## src/rtl/paddle_pkg.sv

```systemverilog
// Shared types and LED-index mapping for the LED Pong paddle blocks.
// Other LED blocks import the STEP/IDX_W defaults from here to stay consistent.
package paddle_pkg;

  typedef enum logic {
    IDLE   = 1'b0,
    STREAM = 1'b1
  } stream_state_e;

  localparam int unsigned PADDLE_STEP  = 30;
  localparam int unsigned PADDLE_IDX_W = 9;

  // LED index of light i for a paddle centred at pos; callers truncate to their index width.
  function automatic logic [31:0] paddle_map(input logic [31:0] pos,
                                             input logic [31:0] i,
                                             input logic [31:0] step = PADDLE_STEP);
    return (pos + i) * step;
  endfunction

endpackage

```

## src/rtl/paddle_idx_stream.sv

```systemverilog
// Serialises the paddle LED indices one beat at a time over valid/ready.
// The position is snapshotted at frame start so in-flight frames are never altered.
//
// state  | meaning
// IDLE   | no frame in flight; starts one when a refresh is pending
// STREAM | presenting map(snapshot)[beat]; held until the sink accepts it
module paddle_idx_stream
  import paddle_pkg::*;
#(
  parameter int unsigned PADDLE_W = 3,
  parameter int unsigned STEP     = PADDLE_STEP,
  parameter int unsigned IDX_W    = PADDLE_IDX_W,
  parameter int unsigned POS_W    = 4
) (
  input  logic             clk,
  input  logic             rst_n,
  input  logic [POS_W-1:0] pos,
  input  logic             pend_set,
  output logic [IDX_W-1:0] stream_idx,
  output logic             stream_valid,
  input  logic             stream_ready,
  output logic             stream_last,
  output logic             busy
);

  localparam int unsigned BEAT_W = (PADDLE_W > 1) ? $clog2(PADDLE_W) : 1;
  localparam logic [BEAT_W-1:0] LAST_BEAT = BEAT_W'(PADDLE_W - 1);

  stream_state_e     state_q, state_d;
  logic [BEAT_W-1:0] beat_q, beat_d;
  logic [POS_W-1:0]  snap_q, snap_d;
  logic              pending_q, pending_d;

  always_ff @(posedge clk or negedge rst_n) begin
    if (!rst_n) begin
      state_q   <= IDLE;
      beat_q    <= '0;
      snap_q    <= '0;
      pending_q <= 1'b1;
    end else begin
      state_q   <= state_d;
      beat_q    <= beat_d;
      snap_q    <= snap_d;
      pending_q <= pending_d;
    end
  end

  always_comb begin
    state_d   = state_q;
    beat_d    = beat_q;
    snap_d    = snap_q;
    pending_d = pending_q;
    if (state_q == IDLE) begin
      if (pending_q) begin
        snap_d    = pos;
        beat_d    = '0;
        pending_d = 1'b0;
        state_d   = STREAM;
      end
    end else begin
      if (stream_ready) begin
        if (beat_q == LAST_BEAT) state_d = IDLE;
        else                     beat_d  = beat_q + 1'b1;
      end
    end
    // A change landing on the snapshot edge must still yield a follow-up frame.
    if (pend_set) pending_d = 1'b1;
  end

  assign stream_valid = (state_q == STREAM);
  assign busy         = (state_q == STREAM);
  assign stream_last  = stream_valid && (beat_q == LAST_BEAT);
  assign stream_idx   = stream_valid ? IDX_W'(paddle_map(32'(snap_q), 32'(beat_q), STEP)) : '0;

endmodule

```

## src/rtl/paddle_led_mapper.sv

```systemverilog
// Paddle position register, command decode and parallel LED-index map for LED Pong.
// Define PADDLE_WRAP_EN to make moves wrap at the field ends instead of saturating.
module paddle_led_mapper
  import paddle_pkg::*;
#(
  parameter  int unsigned PADDLE_W  = 3,
  parameter  int unsigned POS_MIN   = 1,
  parameter  int unsigned POS_MAX   = 8,
  parameter  int unsigned RESET_POS = 4,
  parameter  int unsigned STEP      = PADDLE_STEP,
  parameter  int unsigned IDX_W     = PADDLE_IDX_W,
  localparam int unsigned POS_W     = $clog2(POS_MAX + 1)
) (
  input  logic                      clk,
  input  logic                      rst_n,
  input  logic [POS_W-1:0]          pos_in,
  input  logic                      pos_load,
  input  logic                      move_up,
  input  logic                      move_down,
  output logic [POS_W-1:0]          pos_out,
  output logic [PADDLE_W*IDX_W-1:0] led_idx,
  output logic [IDX_W-1:0]          stream_idx,
  output logic                      stream_valid,
  input  logic                      stream_ready,
  output logic                      stream_last,
  output logic                      busy
);

  if ((POS_MAX + PADDLE_W - 1) * STEP >= 2 ** IDX_W) begin : g_idx_w_chk
    $error("paddle_led_mapper: IDX_W=%0d too narrow for max index %0d",
           IDX_W, (POS_MAX + PADDLE_W - 1) * STEP);
  end

  localparam logic [POS_W-1:0] P_MIN = POS_W'(POS_MIN);
  localparam logic [POS_W-1:0] P_MAX = POS_W'(POS_MAX);
  localparam logic [POS_W-1:0] P_RST = POS_W'(RESET_POS);

  function automatic logic [PADDLE_W*IDX_W-1:0] map_all(input logic [POS_W-1:0] p);
    logic [PADDLE_W*IDX_W-1:0] v;
    v = '0;
    for (int i = 0; i < PADDLE_W; i++) begin
      v[i*IDX_W +: IDX_W] = IDX_W'(paddle_map(32'(p), 32'(i), STEP));
    end
    return v;
  endfunction

  logic [POS_W-1:0]          pos_q, pos_d;
  logic [PADDLE_W*IDX_W-1:0] led_idx_q, led_idx_d;
  logic                      pend_set;

  always_ff @(posedge clk or negedge rst_n) begin
    if (!rst_n) begin
      pos_q     <= P_RST;
      led_idx_q <= map_all(P_RST);
    end else begin
      pos_q     <= pos_d;
      led_idx_q <= led_idx_d;
    end
  end

  // Load beats any move; opposing moves cancel; a saturated move is silent.
  always_comb begin
    pos_d    = pos_q;
    pend_set = 1'b0;
    if (pos_load) begin
      pend_set = 1'b1;
      if (pos_in < P_MIN || pos_in > P_MAX) pos_d = P_RST;
      else                                  pos_d = pos_in;
    end else if (move_up && !move_down) begin
      if (pos_q < P_MAX) begin
        pos_d    = pos_q + 1'b1;
        pend_set = 1'b1;
      end
`ifdef PADDLE_WRAP_EN
      else begin
        pos_d    = P_MIN;
        pend_set = 1'b1;
      end
`endif
    end else if (move_down && !move_up) begin
      if (pos_q > P_MIN) begin
        pos_d    = pos_q - 1'b1;
        pend_set = 1'b1;
      end
`ifdef PADDLE_WRAP_EN
      else begin
        pos_d    = P_MAX;
        pend_set = 1'b1;
      end
`endif
    end
    led_idx_d = map_all(pos_d);
  end

  assign pos_out = pos_q;
  assign led_idx = led_idx_q;

  paddle_idx_stream #(
    .PADDLE_W (PADDLE_W),
    .STEP     (STEP),
    .IDX_W    (IDX_W),
    .POS_W    (POS_W)
  ) u_stream (
    .clk          (clk),
    .rst_n        (rst_n),
    .pos          (pos_q),
    .pend_set     (pend_set),
    .stream_idx   (stream_idx),
    .stream_valid (stream_valid),
    .stream_ready (stream_ready),
    .stream_last  (stream_last),
    .busy         (busy)
  );

endmodule

```

## config.mk

```make
export PLATFORM = sky130hd
export DESIGN_NAME = paddle_led_mapper
export DESIGN_NICKNAME = d
export VERILOG_FILES = /design/src/rtl/paddle_pkg.sv /design/src/rtl/paddle_idx_stream.sv /design/src/rtl/paddle_led_mapper.sv
export SDC_FILE = /design/constraint.sdc
export NUM_CORES = 1
export LEC_CHECK = 0
export ABC_AREA = 1
export CAP_MARGIN = 20
export CORE_ASPECT_RATIO = 1.5
export CORE_MARGIN = 4
export CORE_UTILIZATION = 35
export DETAILED_ROUTE_END_ITERATION = 16
export PLACE_DENSITY = 0.53
export SKIP_CTS_REPAIR_TIMING = 1
export SYNTH_ARGS = -nofsm -noshare
export SYNTH_HDL_FRONTEND = slang
export SYNTH_SLANG_ARGS = --single-unit
```

## constraint.sdc

```tcl
create_clock -name clk -period 11.4 [get_ports clk]
set_input_delay 2.28 -clock clk [delete_from_list [all_inputs] [get_ports clk]]
set_output_delay 2.28 -clock clk [all_outputs]
set_load 0.1 [all_outputs]
```

* Word level (Yosys, flattened, before mapping) *
Index checks and enable logic that the tools add are counted.

word-level totals
  ROM bits = 0
  memories kept = 0
  output and inout port bits = 43
  bits in latches = 0
  register bits after elaboration = 36
  bits in writable memories = 0

operators by class
  magnitude comparators = 4
  reduce and logical (&&, ||, !) cells = 9
  bitwise gates (word level) = 1
  add/sub/neg operators = 6
  shift-type cells = 0
  multipliers = 4
  mux-type cells = 22
  div/mod/pow operators = 0
  equality and inequality tests = 4

operators with widths
  operator                                             count
  multiplier 32 x 4 -> 8 bit (second input constant)   1
  two-way mux 4 bit                                    6
  multiplier 5 x 4 -> 8 bit (second input constant)    2
  two-way mux 1 bit                                    11
  two-way mux 9 bit                                    1
  multiplier 4 x 4 -> 8 bit (second input constant)    1
  two-way mux 2 bit                                    4
  inequality test 2 bit (second input constant)        3
  adder 4 x 1 -> 5 bit (second input constant)         1
  adder 4 x 2 -> 5 bit                                 1
  adder 4 x 2 -> 5 bit (second input constant)         1
  adder 4 x 1 -> 4 bit (second input constant)         1
  > comparator 4 x 1 -> 1 bit (second input constant)  1
  > comparator 4 bit (second input constant)           1
  < comparator 4 x 1 -> 1 bit (second input constant)  1
  < comparator 4 bit (second input constant)           1
  subtractor 4 x 1 -> 4 bit (second input constant)    1
  logical AND 1 bit                                    3
  AND reduction 3 bit                                  1
  adder 2 x 1 -> 2 bit (second input constant)         1
  equality test 2 bit (second input constant)          1
  logical NOT 1 bit                                    2
  AND reduction 2 bit                                  1
  nonzero test 2 bit                                   1
  other kinds (2)                                      2

* Longest topological paths before layout *
Gate-level depths: netlist of the first run.

  word-level depth = 7
  gate-level depth with buffers = 31
  gate-level depth less buffers = 31

* Hierarchy *
A second synthesis of the first run with hierarchy kept.

second synthesis, totals
  cells, all modules = 397
  area total of the unflattened synthesis = 3,321.9 sq um

by module, submodules not included
  module             cells an instance  area each (sq um)  times used
  paddle_led_mapper  256                2,338.5            1
  paddle_idx_stream  141                983.4              1

* Worst setup path after synthesis of the first run *
No wires, ideal clock.

  path kind = register to output
  start point = reg u_stream.snap_q[0]
  end point = out stream_idx[8]
  buffers on the path = 0
  data required time = 9,120 ps
  path slack = 4,425 ps
  stages on the path, launching flop included = 16
  arrival time = 4,695 ps
  cells stage by stage = dfrtp_1 -> ha_1 -> fa_1 -> xor2_1 -> inv_1 -> fa_1 -> inv_1 -> fa_1 -> ha_1 -> a21oi_1 -> nand2_1 -> nand2_1 -> nand2_1 -> a21oi_1 -> o21ai_0 -> a21oi_1

between the ends
  cells in the longest elaborated chain, start to end = 3

RTL lines
  item                        RTL line                 text
  start: declaration          paddle_idx_stream.sv:31  logic [POS_W-1:0] snap_q, snap_d;
  start signal: assignment    paddle_idx_stream.sv:43  snap_q <= snap_d;
  adder 4 x 2 -> 5 bit        paddle_pkg.sv:17         return (pos + i) * step;
  multiplier 32 x 4 -> 8 bit  paddle_pkg.sv:17
  two-way mux 9 bit           paddle_idx_stream.sv:73  assign stream_idx = stream_valid ? IDX_W'(paddle_map(32'(snap_q), 32'(beat_q), STEP)) : '0;
  end: declaration            paddle_led_mapper.sv:22  output logic [IDX_W-1:0] stream_idx,

Every way passes these cells.

* Final worst setup path of the first run *
Ends and elaborated chain as after synthesis.

==> results of run 1 <==
==> cells by family after synthesis <==
| family | count (synthesis) |
|---|---|
| compound gates | 42 |
| xor+xnor | 16 |
| fa+ha+maj | 68 |
| buf+inv | 93 |
| flops | 34 |
| other cells | 1 |
| simple gates | 134 |
==> layer usage <==
metal	vias up	routed length [µm]	part of all wire (%)	global-route usage, %
met5	-	0	0	0
li1	1292	-	-	-
met1	1173	2500	37	14.4
met3	16	203	3.0	2.29
met2	37	3800	57	26.0
met4	0	189	2.8	6.06
==> registers in the layout, indices dropped and copies added, names as in the netlist <==
register / flops
pos_out: 4
u_stream.pending_q: 1
u_stream.busy: 1
u_stream.snap_q: 4
u_stream.beat_q: 2
led_idx: 22
==> final cells by class <==
| cell class | count | area share, % |
|---|---|---|
| Multi-Input combinational cell | 264 | 50.8 |
| Tap cell | 110 | 3.45 |
| Clock buffer | 6 | 3.49 |
| Sequential cell | 34 | 21.8 |
| Clock inverter | 2 | 0.314 |
| Inverter | 84 | 7.91 |
| Timing Repair Buffer | 49 | 12.2 |
==> layout by cell type (no fill, tap or decap), drive strengths merged, types with 9 or more instances in the layout <==
master,n
inv,84
nand2,79
ha,49
clkdlybuf4s50,48
nand3,30
o21ai,22
dfrtp,20
fa,19
nor2,19
a21oi,17
dfstp,14
xor2,9
==> worst paths after layout <==
path,from,to,slack [ps],cells past startpoint
worst min-delay path,u_stream.snap_q[0]$_DFFE_PN0P_,u_stream.snap_q[0]$_DFFE_PN0P_,500,2
min in group asynchronous,rst_n,led_idx[17]$_DFF_PN0_,2400,2
worst min register to register,u_stream.snap_q[0]$_DFFE_PN0P_,u_stream.snap_q[0]$_DFFE_PN0P_,500,2
worst max-delay path,u_stream.snap_q[0]$_DFFE_PN0P_,stream_idx[8],4160,16
worst max register to register,pos_out[0]$_DFF_PN0_,led_idx[17]$_DFF_PN0_,7140,24
max in group asynchronous,rst_n,led_idx[25]$_DFF_PN1_,8640,2
==> per-stage QoR <==
step,instance area (µm²),setup slack (ps)
floorplan,3270,4420
finish,3980,4160
global placement,3830,4510
global route,3980,3810
CTS,3980,4110
detailed placement,3830,4430
==> worst max-delay path: stages, from the launching register on <==
cell and delay, ps:
dfrtp_1 380, ha_1 220, fa_1 410, xor2_1 270, inv_1 170, fa_1 520, inv_1 50, fa_1 450
ha_1 330, a21oi_1 150, nand2_1 70, nand2_1 80, nand2_1 50, a21oi_1 150, o21ai_0 100, a21oi_1 140
clkdlybuf4s50_1 1140
==> reports/results.txt, run 1 <==
Port-buffer cells - 48
total clock sinks - 34
run status - complete, no violations
Placed Instances - 541
Clock Path Buffers - 2
grt ovf - 0
Vias/cell - 4.59
fin util - 44.6%
share of layout cells above drive strength 1 - 13.7%
post-route antenna net violation count - 0
TritonCTS Buffers - 5
total track usage - 13.8%
Max FO, Critical Path - 3
clock root cell - clkbuf_16
setup TNS - 0 ps
Site Rows - 42
fill cell count - 915
worst-margin pin slew - 1000 ps
Area Overhead vs Synth - 22.2%
first-pass GRT wire length - 12000 µm
xor-xnor portion of the synthesized cell area - 4.30%
Post-Syn Area - 3260 µm²
Post-Route WL - 6690 µm
Mapped Cells - 388
compound-gate portion of the synthesized area - 7.10%
initial antenna violation count - 0
Synth top area share - 18.8%
synth cell count leaders - inv_1, nand2_1, ha_1
sequential-to-total area share from yosys stat - 26.6%
critical path arrival - 4960 ps
mux cell area share after synthesis - 0%
insertion delay to the later sink of the worst-skew pair - 280 ps
Post-synth ARST share - 100%
iteration-0 DRC count of the detailed router - 62
Mapped Avg Cell Area - 8.40 µm²
Fin. Hold Viols - 0
count leader, synth - inv_1
Synth Area in Simple Gates - 19.7%
Final period util - 63.5%
min-delay worst type - reg -> reg
area of the core region - 8930 µm²
startpoint types - flip-flop
Yosys top cell by area - ha_1
Routed WL per cell - 12.2 µm
Clock Skews - 3.59 ps
Distinct cells, synth - 29
Reg clk slew, reported paths - 50 ps
DP Wirelength - 5800 µm
Slew Limit Fails - 0
number of global-route vias before repair - 2680
Max Freq - 138 MHz
Final Setup Violations - 0
fin nets - 516
register area - 868 µm²
TritonCTS clock tree - yes
worst rel slew slack - 32.9%
Post-synth top flop - dfrtp_1
Ys Warns - 0
die area - 11000 µm²
Ports - 53
top cells by area, synth - ha_1, dfrtp_1, fa_1
DR vias - 2518
H-tree depth - 2
min Tclk post-route - 7240 ps
Initial Util - 36.5%
die width - 86.8 µm
multi-input logic area - 2020 µm²
worst hold slack - 498 ps
DRC viols - 0
CP Data Required Time - 9120 ps
RSZ-0062 raised after global routing - false
largest family of logic cells by synthesized area - adder cells
Post-synth EDFFs - 0
CP Capture Type - output pin
n_diodes - 0
Max Cap Viol - 0
die height - 126 µm
flops & latches, synth - 34
largest net degree at the start of global routing - 35
gpl congestion - 0.842
DRT Pass-1 Iters - 4
post-synthesis adder-cell area fraction - 30.5%
WS Path Type - reg -> out
final std cells w/o fill - 549
Power of run 1 is not shown: default switching activity piles up to over one toggle a cycle in this logic, so the estimate is an artifact.
==> inputs of run 2 (changes only) <==
- PLACE_DENSITY: 0.53 -> 0.55
- clock period: 11.4 -> 6.39 ns (I/O delays scaled with it)
==> run 2 against run 1 <==
Effect of this change:
- cell area rose by 0.22%
- critical path depth unchanged
- worst hold slack lost 1.2 ps
- count of clock-buffer cells in the layout is 1 higher
- via count is 0.24% higher
- global-route usage down 0.16 points
- wire length up 3.9%
- flip-flop and latch count did not move
- largest cell class unchanged
==> reports/results.txt, run 2 (synthesis gave the netlist of run 1 again) <==
min-delay worst type - reg -> reg (unchanged)
Fin. Hold Viols - 0 (unchanged)
WS Path Type - reg -> out (unchanged)
share of layout cells above drive strength 1 - 14.6% (was 13.7%)
Ports - 53 (unchanged)
gpl congestion - 0.864 (was 0.842)
Final Setup Violations - 0 (unchanged)
area of the core region - 8930 µm² (unchanged)
TritonCTS clock tree - yes (unchanged)
Max Cap Viol - 0 (unchanged)
setup TNS - 0 ps (unchanged)
n_diodes - 0 (unchanged)
first-pass GRT wire length - 12000 µm (about the same)
critical path cell sequence - ha_1, fa_1, xor2_1, inv_1, fa_1, inv_1, fa_1, ha_1, a21oi_1, nand2_1, nand2_1, nand2_1, a21oi_1, o21ai_0, a21oi_1, buf_4 (was ha_1, fa_1, xor2_1, inv_1, fa_1, inv_1, fa_1, ha_1, a21oi_1, nand2_1, nand2_1, nand2_1, a21oi_1, o21ai_0, a21oi_1, clkdlybuf4s50_1)
H-tree depth - 2 (unchanged)
TritonCTS Buffers - 5 (unchanged)
Routed WL per cell - 12.7 µm (was 12.2 µm)
Site Rows - 42 (unchanged)
startpoint types - flip-flop (unchanged)
Slew Limit Fails - 0 (unchanged)
worst rel slew slack - 33.8% (was 32.9%)
Reg clk slew, reported paths - 50 ps (about the same)
insertion delay to the later sink of the worst-skew pair - 280 ps (about the same)
Endpoint, Worst Hold - u_stream.pending_q$_DFFE_PN1P_ (was u_stream.snap_q[0]$_DFFE_PN0P_)
Vias/cell - 4.60 (was 4.59)
R2R setup slack - 2090 ps (was 7140 ps)
CP Data Required Time - 5110 ps (was 9120 ps)
Worst path max stage delay - 530 ps (was 1140 ps)
R2R depth - 24 (unchanged)
critical path arrival - 4280 ps (was 4960 ps)
Worst path slowest cell - fa_1 (was clkdlybuf4s50_1)
Clock Path Buffers - 2 (unchanged)
multi-input logic area - 2020 µm² (unchanged)
die width - 86.8 µm (unchanged)
DR vias - 2524 (was 2518)
CP Capture Type - output pin (unchanged)
most frequent cells in the layout - inv_1, nand2_1, ha_1, clkdlybuf4s50_1, nand3_1 (unchanged)
min Tclk post-route - 5550 ps
die area - 11000 µm² (unchanged)
die height - 126 µm (unchanged)
Initial Util - 36.5% (unchanged)
WHS Path Cells - 2 (unchanged)
Max Freq - 180 MHz
DRT Pass-1 Iters - 4 (unchanged)
initial antenna violation count - 0 (unchanged)
Area Overhead vs Synth - 22.5% (was 22.2%)
DRC viols - 0 (unchanged)
total track usage - 13.6% (was 13.8%)
r2r startpoint - pos_out[0]$_DFF_PN0_ (unchanged)
grt ovf - 0 (unchanged)
commonest non-fill, non-tap cell in the layout - inv_1 (unchanged)
HP Start - u_stream.pending_q$_DFFE_PN1P_ (was u_stream.snap_q[0]$_DFFE_PN0P_)
Final period util - 86.9%
fill cell count - 911 (was 915)
register area - 868 µm² (unchanged)
worst-margin pin slew - 990 ps (was 1000 ps)
Post-Route WL - 6950 µm (was 6690 µm)
Port-buffer cells - 48 (unchanged)
RSZ-0062 raised after global routing - false (unchanged)
iteration-0 DRC count of the detailed router - 71 (was 62)
run status - complete, no violations (unchanged)
DP Wirelength - 5840 µm (was 5800 µm)
clock root cell - clkbuf_16 (unchanged)
Largest register FFs - 22 (unchanged)
total clock sinks - 34 (unchanged)
post-route antenna net violation count - 0 (unchanged)
number of global-route vias before repair - 2688 (was 2680)
fin nets - 516 (unchanged)
Max FO, Critical Path - 3 (unchanged)
terminus of the critical flop-to-flop path - led_idx[17]$_DFF_PN0_ (unchanged)
largest net degree at the start of global routing - 35 (unchanged)
fin util - 44.7% (was 44.6%)
Clock Skews - 8.11 ps (was 3.59 ps)
==> run 2: changes by cell type in the layout (fill, tap and decap cells not counted) <==
| cell | before | now |
|---|---|---|
| clkinvlp_4 | 1 | 0 |
| buf_4 | 1 | 6 |
| clkinv_2 | 1 | 0 |
| clkbuf_1 | 0 | 1 |
| bufinv_16 | 0 | 1 |
| clkdlybuf4s50_1 | 48 | 43 |
==> run 2: worst max-delay path by stage <==
stage               cells after the start  slack (ps)       endpoint                           start
detailed placement                     16        1080  stream_idx[8]  u_stream.snap_q[0]$_DFFE_PN0P_
finish                                 16         840  stream_idx[8]  u_stream.snap_q[0]$_DFFE_PN0P_
floorplan                              15         420  stream_idx[8]  u_stream.snap_q[0]$_DFFE_PN0P_
global placement                       16        1150  stream_idx[8]  u_stream.snap_q[0]$_DFFE_PN0P_
global route                           15         530  stream_idx[7]  u_stream.snap_q[0]$_DFFE_PN0P_
CTS                                    16         770  stream_idx[8]  u_stream.snap_q[0]$_DFFE_PN0P_
==> run 2: per-stage QoR <==
stage	instance area (µm²)	setup slack, ps	hold slack, ps	cells
floorplan	3270	417	459	391
global placement	3820	1150	485	541
detailed placement	3820	1080	491	541
CTS	3990	771	501	549
global route	3990	527	557	549
finish	3990	837	496	549
==> run 2: metal layers <==
layer	wire length (µm)	part of all wire, %	vias up	GRT usage (%)
li1	-	-	1293	-
met1	2700	39	1183	14.5
met2	3940	57	37	26.1
met3	182	2.6	11	2.03
met4	134	1.9	0	4.77
met5	0	0	-	0
==> run 2: cell type report <==
class / instances / area share (%)
Clock buffer: 7 / 3.57
Clock inverter: 1 / 0.752
Inverter: 84 / 7.90
Multi-Input combinational cell: 264 / 50.7
Sequential cell: 34 / 21.7
Tap cell: 110 / 3.45
Timing Repair Buffer: 49 / 11.9
==> run 2: worst max-delay path, delay by kind of cell, from the launching register on <==
kind	cells	cell delay, ps
AND/OR/NAND/NOR	3	230
AO/OA/AOI/OAI	4	550
adder cells (fa/ha/maj)	5	1940
buffers and inverters	3	550
XOR/XNOR	1	330
flip-flops	1	400
Power of run 2 is left out for the same reason.
